==> src/rtl/escalonador_requisicoes_pkg.sv <==
// Shared definitions for the request scheduler: state encoding, command and
// response codes, and the command-validity helper.
package escalonador_requisicoes_pkg;

    typedef logic [3:0] estado_t;

    localparam estado_t OCIOSO        = 4'd0;
    localparam estado_t ESPERA_CMD    = 4'd1;
    localparam estado_t VALIDA        = 4'd2;
    localparam estado_t SENSOR_INI    = 4'd3;
    localparam estado_t SENSOR_ESPERA = 4'd4;
    localparam estado_t DECODIFICA    = 4'd5;
    localparam estado_t AMOSTRA       = 4'd6;
    localparam estado_t TX0           = 4'd7;
    localparam estado_t TX0_ESPERA    = 4'd8;
    localparam estado_t TX1           = 4'd9;
    localparam estado_t TX1_ESPERA    = 4'd10;

    localparam logic [7:0] CMD_03 = 8'h03;
    localparam logic [7:0] CMD_04 = 8'h04;
    localparam logic [7:0] CMD_05 = 8'h05;

    localparam logic [7:0] RESP_TIMEOUT     = 8'hFD;
    localparam logic [7:0] RESP_ENDERECO    = 8'hFE;
    localparam logic [7:0] RESP_CMD_INVALID = 8'hFF;

    function automatic logic comando_valido(input logic [7:0] cmd);
        return (cmd == CMD_03) || (cmd == CMD_04) || (cmd == CMD_05);
    endfunction

endpackage

==> src/rtl/escalonador_requisicoes_if.sv <==
// Bus between the request scheduler and its UART, sensor and decoder peers.
// The scheduler uses the slave modport; its environment uses master.
interface escalonador_requisicoes_if;

    logic       rx_valid;
    logic [7:0] rx_data;
    logic       sensor_start;
    logic       sensor_done;
    logic [7:0] solicitacao;
    logic [7:0] endereco;
    logic [7:0] dados;
    logic       tx_start;
    logic [7:0] tx_data;
    logic       tx_busy;
    logic       ocupado;

    modport slave (
        input  rx_valid, rx_data, sensor_done, dados, tx_busy,
        output sensor_start, solicitacao, endereco, tx_start, tx_data, ocupado
    );

    modport master (
        output rx_valid, rx_data, sensor_done, dados, tx_busy,
        input  sensor_start, solicitacao, endereco, tx_start, tx_data, ocupado
    );

endinterface

==> src/rtl/escalonador_requisicoes_temporizador_timeout.sv <==
// Saturating 32-bit wait counter used for the sensor timeout
// (only instantiated when SENSOR_TIMEOUT_EN is defined).
module temporizador_timeout (
    input  logic        clk_i,
    input  logic        rst_i,
    input  logic        clear_i,
    input  logic        enable_i,
    input  logic [31:0] limit_i,
    output logic        expired_o
);

    logic [31:0] contador_q, contador_d;

    always_comb begin
        contador_d = contador_q;
        if (clear_i) begin
            contador_d = '0;
        end else if (enable_i && (contador_q != '1)) begin
            contador_d = contador_q + 32'd1;
        end
    end

    always_ff @(posedge clk_i) begin
        if (rst_i) begin
            contador_q <= '0;
        end else begin
            contador_q <= contador_d;
        end
    end

    assign expired_o = (contador_q >= limit_i);

endmodule

==> src/rtl/escalonador_requisicoes.sv <==
// Request scheduler: receives address + command over UART, runs a sensor
// acquisition and returns a two-byte reply. Optional: SENSOR_TIMEOUT_EN.
module escalonador_requisicoes
    import escalonador_requisicoes_pkg::*;
#(
    parameter logic [7:0]  ENDERECO_SENSOR = 8'h01,
    parameter logic [31:0] TIMEOUT_CICLOS  = 32'd100_000_000
) (
    input  logic                        clock_i,
    input  logic                        reset_i,
    escalonador_requisicoes_if.slave    bus
);

    estado_t    estado_q, estado_d;
    logic [7:0] endereco_q, endereco_d;
    logic [7:0] solicitacao_q, solicitacao_d;
    logic [7:0] resposta_q, resposta_d;
    logic [7:0] byte1_q, byte1_d;
    logic [7:0] tx_data_q, tx_data_d;
    logic       primeiro_q, primeiro_d;
    logic       expirado;

`ifdef SENSOR_TIMEOUT_EN
    temporizador_timeout u_temporizador (
        .clk_i     (clock_i),
        .rst_i     (reset_i),
        .clear_i   (estado_q == SENSOR_INI),
        .enable_i  (estado_q == SENSOR_ESPERA),
        .limit_i   (TIMEOUT_CICLOS),
        .expired_o (expirado)
    );
`else
    assign expirado = 1'b0;
`endif

    always_comb begin
        estado_d      = estado_q;
        endereco_d    = endereco_q;
        solicitacao_d = solicitacao_q;
        resposta_d    = resposta_q;
        byte1_d       = byte1_q;
        tx_data_d     = tx_data_q;
        primeiro_d    = primeiro_q;

        // tx_data is loaded on entry to TX0/TX1 so it is already valid while
        // the combinational tx_start is high in those states.
        case (estado_q)
            OCIOSO: begin
                if (bus.rx_valid) begin
                    endereco_d = bus.rx_data;
                    estado_d   = ESPERA_CMD;
                end
            end
            ESPERA_CMD: begin
                if (bus.rx_valid) begin
                    solicitacao_d = bus.rx_data;
                    estado_d      = VALIDA;
                end
            end
            VALIDA: begin
                if (endereco_q != ENDERECO_SENSOR) begin
                    resposta_d = RESP_ENDERECO;
                    byte1_d    = 8'h00;
                    tx_data_d  = RESP_ENDERECO;
                    estado_d   = TX0;
                end else if (!comando_valido(solicitacao_q)) begin
                    resposta_d = RESP_CMD_INVALID;
                    byte1_d    = 8'h00;
                    tx_data_d  = RESP_CMD_INVALID;
                    estado_d   = TX0;
                end else begin
                    estado_d = SENSOR_INI;
                end
            end
            SENSOR_INI: estado_d = SENSOR_ESPERA;
            SENSOR_ESPERA: begin
                if (bus.sensor_done) begin
                    estado_d = DECODIFICA;
                end else if (expirado) begin
                    resposta_d = RESP_TIMEOUT;
                    byte1_d    = 8'h00;
                    tx_data_d  = RESP_TIMEOUT;
                    estado_d   = TX0;
                end
            end
            DECODIFICA: estado_d = AMOSTRA;
            AMOSTRA: begin
                byte1_d    = bus.dados;
                resposta_d = solicitacao_q;
                tx_data_d  = solicitacao_q;
                estado_d   = TX0;
            end
            TX0: begin
                if (!bus.tx_busy) begin
                    primeiro_d = 1'b1;
                    estado_d   = TX0_ESPERA;
                end
            end
            TX0_ESPERA: begin
                if (primeiro_q) begin
                    primeiro_d = 1'b0;
                end else if (!bus.tx_busy) begin
                    tx_data_d = byte1_q;
                    estado_d  = TX1;
                end
            end
            TX1: begin
                if (!bus.tx_busy) begin
                    primeiro_d = 1'b1;
                    estado_d   = TX1_ESPERA;
                end
            end
            TX1_ESPERA: begin
                if (primeiro_q) begin
                    primeiro_d = 1'b0;
                end else if (!bus.tx_busy) begin
                    estado_d = OCIOSO;
                end
            end
            default: estado_d = OCIOSO;
        endcase
    end

    always_ff @(posedge clock_i) begin
        if (reset_i) begin
            estado_q      <= OCIOSO;
            endereco_q    <= '0;
            solicitacao_q <= '0;
            resposta_q    <= '0;
            byte1_q       <= '0;
            tx_data_q     <= '0;
            primeiro_q    <= 1'b0;
        end else begin
            estado_q      <= estado_d;
            endereco_q    <= endereco_d;
            solicitacao_q <= solicitacao_d;
            resposta_q    <= resposta_d;
            byte1_q       <= byte1_d;
            tx_data_q     <= tx_data_d;
            primeiro_q    <= primeiro_d;
        end
    end

    // Strobes are masked by reset so nothing escapes during the reset cycle.
    assign bus.sensor_start = !reset_i && (estado_q == SENSOR_INI);
    assign bus.tx_start     = !reset_i && !bus.tx_busy
                              && ((estado_q == TX0) || (estado_q == TX1));
    assign bus.ocupado      = !reset_i && (estado_q != OCIOSO);
    assign bus.solicitacao  = solicitacao_q;
    assign bus.endereco     = endereco_q;
    assign bus.tx_data      = tx_data_q;

endmodule

==> src/flat_wrapper.sv <==
// flat-port wrapper written by rule: the top's interface ports become plain ports
module escalonador_requisicoes_flat import escalonador_requisicoes_pkg::*;
#(
    parameter logic [7:0]  ENDERECO_SENSOR = 8'h01,
    parameter logic [31:0] TIMEOUT_CICLOS  = 32'd100_000_000
)
  (clock_i, reset_i, bus_rx_valid, bus_rx_data, bus_sensor_done, bus_dados, bus_tx_busy, bus_sensor_start, bus_solicitacao, bus_endereco, bus_tx_start, bus_tx_data, bus_ocupado);
  escalonador_requisicoes_if bus_i ();
  input  logic clock_i;
  input  logic reset_i;
  input wire logic [$bits(bus_i.rx_valid)-1:0] bus_rx_valid;
  input wire logic [$bits(bus_i.rx_data)-1:0] bus_rx_data;
  input wire logic [$bits(bus_i.sensor_done)-1:0] bus_sensor_done;
  input wire logic [$bits(bus_i.dados)-1:0] bus_dados;
  input wire logic [$bits(bus_i.tx_busy)-1:0] bus_tx_busy;
  output wire logic [$bits(bus_i.sensor_start)-1:0] bus_sensor_start;
  output wire logic [$bits(bus_i.solicitacao)-1:0] bus_solicitacao;
  output wire logic [$bits(bus_i.endereco)-1:0] bus_endereco;
  output wire logic [$bits(bus_i.tx_start)-1:0] bus_tx_start;
  output wire logic [$bits(bus_i.tx_data)-1:0] bus_tx_data;
  output wire logic [$bits(bus_i.ocupado)-1:0] bus_ocupado;
  assign bus_i.rx_valid = bus_rx_valid;
  assign bus_i.rx_data = bus_rx_data;
  assign bus_i.sensor_done = bus_sensor_done;
  assign bus_i.dados = bus_dados;
  assign bus_i.tx_busy = bus_tx_busy;
  assign bus_sensor_start = bus_i.sensor_start;
  assign bus_solicitacao = bus_i.solicitacao;
  assign bus_endereco = bus_i.endereco;
  assign bus_tx_start = bus_i.tx_start;
  assign bus_tx_data = bus_i.tx_data;
  assign bus_ocupado = bus_i.ocupado;
  escalonador_requisicoes #(.ENDERECO_SENSOR(ENDERECO_SENSOR), .TIMEOUT_CICLOS(TIMEOUT_CICLOS)) u_core (.clock_i(clock_i), .reset_i(reset_i), .bus(bus_i));
endmodule
==> config.mk <==
export PLATFORM = sky130hd
export DESIGN_NAME = escalonador_requisicoes_flat
export DESIGN_NICKNAME = d
export VERILOG_FILES = /design/src/rtl/escalonador_requisicoes_pkg.sv /design/src/rtl/escalonador_requisicoes_if.sv /design/src/rtl/escalonador_requisicoes_temporizador_timeout.sv /design/src/rtl/escalonador_requisicoes.sv /design/src/flat_wrapper.sv
export SDC_FILE = /design/constraint.sdc
export NUM_CORES = 1
export LEC_CHECK = 0
export BUFFER_PORTS_ARGS = -buffer_cell sky130_fd_sc_hd__buf_2
export CORE_ASPECT_RATIO = 0.9
export CORE_UTILIZATION = 40
export CTS_BUF_LIST = sky130_fd_sc_hd__clkbuf_16
export DETAILED_ROUTE_END_ITERATION = 12
export GPL_TIMING_DRIVEN = 0
export PLACE_DENSITY = 0.71
export SLEW_MARGIN = 10
export SYNTH_ARGS = -nofsm -noshare
export SYNTH_HDL_FRONTEND = slang
export SYNTH_HIERARCHICAL = 1
export SYNTH_SLANG_ARGS = --single-unit
==> constraint.sdc <==
create_clock -name clock_i -period 1.95 [get_ports clock_i]
set_clock_uncertainty 0.2 [all_clocks]
set_input_delay 0.0975 -clock clock_i [delete_from_list [all_inputs] [get_ports clock_i]]
set_output_delay 0.0975 -clock clock_i [all_outputs]
set_load 0.1 [all_outputs]
==> impl_summary.txt <==
----------------------------------------------------
[Outcome]
  Status ... finished, final reports clean

[Cells and area]
  Fraction of final layout cells with drive strength greater than 1 ... a little under 40%
  Antenna Cells ... 0
  Most common cell after layout, fill and taps aside ... buf_2
  Number of standard cells in the layout, taps in and fillers out ... 332
  Number of nets in the layout ... 292
  Post-route cell area ... 2580 sq um
  Most frequent cells in the layout ... buf_2, nor2_1, dfxtp_1, nand2_1, dlygate4sd3_1
  Count of filler cells inserted in the layout ... 370
  Layout Area Growth over Synthesis ... 45.8%

[STA]
  Final critical-path setup slack ... 0.0520 ns
  Setup tns final ... 0 ns
  Final hold violations ... 0
  Number of max-slew violations in the final report ... 0
  Slew margin rel. ... just under 60%
  Final setup violating endpoints ... 0
  Shortest clock period the worst path allows after layout ... 1.90 ns
  Slew @ Worst Pin ... 0.631 ns
  Share of the clock period used by the worst path ... 97.3%
  RSZ-0062 raised after global routing ... true
  Maximum achievable frequency ... ~530 MHz

[Synthesis]
  Net Count, Synth ... 214
  Primary flip-flop cell chosen by synthesis mapping ... dfxtp_1
  YS warnings ... 6
  Mean instance size in the synthesized netlist ... ~9 sq um
  Post-synthesis sequential element count ... 37
  Mapped Area ... ~1800 sq um
  Post-synth cell types ... 41
  Fraction of the yosys area taken by sequential cells ... 41.8%
  Post-synthesis cell count ... 193
  Share of async-settable or async-resettable flops after synthesis ... 0%
  Number of enable-type register cells in the synthesized netlist ... 0

[GRT]
  Number of antenna violations at the first check in global routing ... 0
  Maximum number of pins on one net before global-route repair ... 13
  Number of global-route vias before repair ... 1541
  Global-route usage over all layers ... a little over 20%
  Global-route wire length before repair ... around 7.3 mm
  Overall overflow remaining after global route ... 0

[Worst setup path]
  Type of the worst setup path ... flip-flop to flip-flop
  Crit path DAT ... roughly 1.8 ns
  Startpoint types ... flip-flop
  Longest individual stage delay on the worst path ... 0.33 ns
  Maximum fanout along the worst path ... 4
  Worst-path cell with the longest stage delay ... dfxtp_2
  Critical path capture point type ... flip-flop
  Critical path, cell by cell ... nor4_4 > and4b_2 > nand4_4 > o31ai_4 > buf_6 > a221oi_1
  CP required ... between 1.5 and 2 ns

[Placed design]
  Half-perimeter wire length after detailed placement ... 3.08 mm
  Post-place instance area ... between 2000 and 2500 sq um
  Number of placed instances with taps included ... roughly 300
  Setup WS pre-CTS ... -0.0651 ns
  Global placer's final weighted congestion ... 0.843
  Quantity of I/O buffers inserted on ports ... between 40 and 50

[Clock tree]
  Root buffer cell ... clkbuf_16
  Number of levels in the clock H-tree ... 2
  Maximum root-to-sink buffer count ... 2
  Clock slew seen by the registers of the worst setup and hold paths ... about 0.06 ns
  TritonCTS clock tree ... yes
  Number of sinks handled by clock tree synthesis ... 37
  Number of buffers created by CTS ... 5
  Clock latency reported for the late side of the worst-skew pair ... 0.28 ns

[Detailed routing]
  Total iterations of the first detailed-routing run ... 4
  Number of violations reported at the end of detailed-routing iteration 0 ... between 100 and 150
  DRC violation count after routing ... 0
  Wirelength per Cell ... 13.8 microns
  DR vias ... around 1700
  Average via count per standard cell ... just over 5
  Routed wire length ... 4.59 mm
  Number of nets with antenna violations after detailed routing ... 0

[Pwr]
  Total power per unit cell area ... 1010 nW/um^2
  Final Power ... around 2.6 mW
  Worst-case vdd ir drop ... about 0.6 mV
  Leakage power ... between 1 and 1.5 nW

[Floorplanning]
  Count of standard-cell rows ... 22
  Initial cell density of the core ... 42.7%
  Die Area ... 4700 sq um
  Boundary pin count ... 48
  CORE AREA ... 4160 sq um
  Die X-Extent ... 72.2 microns
  Die extent in y ... between 60 and 70 microns

[Job]
  Max_cap viols ... 0

[Min path]
  Worst min-delay path class ... input port to flip-flop

----------------------------------------------------
synth_stat cells (all sizes together) (2+ instances only):
cell type  count  area, sq um
nor2          30          136
nand2b         4         25.0
o21ai          5         25.0
nand4          3         40.0
mux2i         17          170
nor3           5         30.0
buf            8         58.8
inv            9         33.8
and3           2         12.5
dfxtp         37          741
nand2         22         85.1
a221oi         8         70.1
a31oi          3         18.8
clkbuf         4         15.0
nor4b          2         32.5
a22oi          7         52.6
a21oi         13         76.3
nand3          2         20.0
timing repair:
action,CTS,global route
resized for setup,7,9
hold endpoints to repair,25,0
endpoints found under the setup margin,10,26
pin swaps,2,3
setup buffers,3,4
hold buffers,18,0
registers in the layout, summed over array words and instances, names as in the netlist:
name                    count
u_core/bus.endereco         8
u_core/bus.solicitacao      8
u_core/bus.tx_data          8
u_core/byte1_q              8
u_core/estado_q             4
u_core/primeiro_q           1
worst max-delay path, delay by kind of cell, from the launching register on:
| kind | cells | cell delay (ns) |
|---|---|---|
| AND/OR/NAND/NOR | 3 | 0.74 |
| buffers and inverters | 1 | 0.15 |
| flip-flops | 1 | 0.33 |
| AO/OA/AOI/OAI | 2 | 0.32 |
per-layer routing:
metal	routed length (microns)	up-vias	GRT usage, %
met1	2140	774	27.6
met4	62	0	5.88
li1	-	838	-
met3	265	8	4.29
met2	2110	61	32.1
met5	0	-	0
path summary, 6_finish.rpt:
kind / to / slack [ns] / start / cells after the start
min: u_core/byte1_q[3] / 0.02 / reset_i / 3
max: u_core/bus.tx_data[2] / 0.05 / u_core/bus.endereco[6] / 6
max reg2reg: u_core/bus.tx_data[2] / 0.05 / u_core/bus.endereco[6] / 6
min reg2reg: u_core/byte1_q[3] / 0.26 / u_core/byte1_q[3] / 2
cells by family (layout without fill, tap and decap cells):
kind of cell    Yosys count  count (layout)  synth area share (%)
simple gates             75              75                  24.1
compound gates           42              42                  17.8
flops                    37              37                  41.8
buf+inv                  21             100                  6.07
mux                      18              18                  10.2
stage by stage:
step                hold WS (ns)  util [%]
floorplan                 0.0322         -
global placement           0.145      51.2
detailed placement         0.151      51.2
CTS                       0.0202      60.6
global route              0.0496      62.2
finish                    0.0215      62.2
layout make-up:
class	instances	area (sq um)	share of cell area (%)
multi-input cells	135	983	38.0
flip-flops and latches	37	762	29.5
repair buffers	71	483	18.7
clock buffers	5	125	4.84
plain buffers	12	81.3	3.15
well taps	60	75.1	2.90
clock inverters	3	41.3	1.60
inverters	9	33.8	1.31
power breakdown:
part | internal [mW] | switching, mW | total (mW)
clock | 0.598 | 0.307 | 0.905
sequential | 0.821 | 0.0482 | 0.870
combinational | 0.238 | 0.608 | 0.846
total | 1.66 | 0.964 | 2.62
Power figures use the tool's default switching activity.
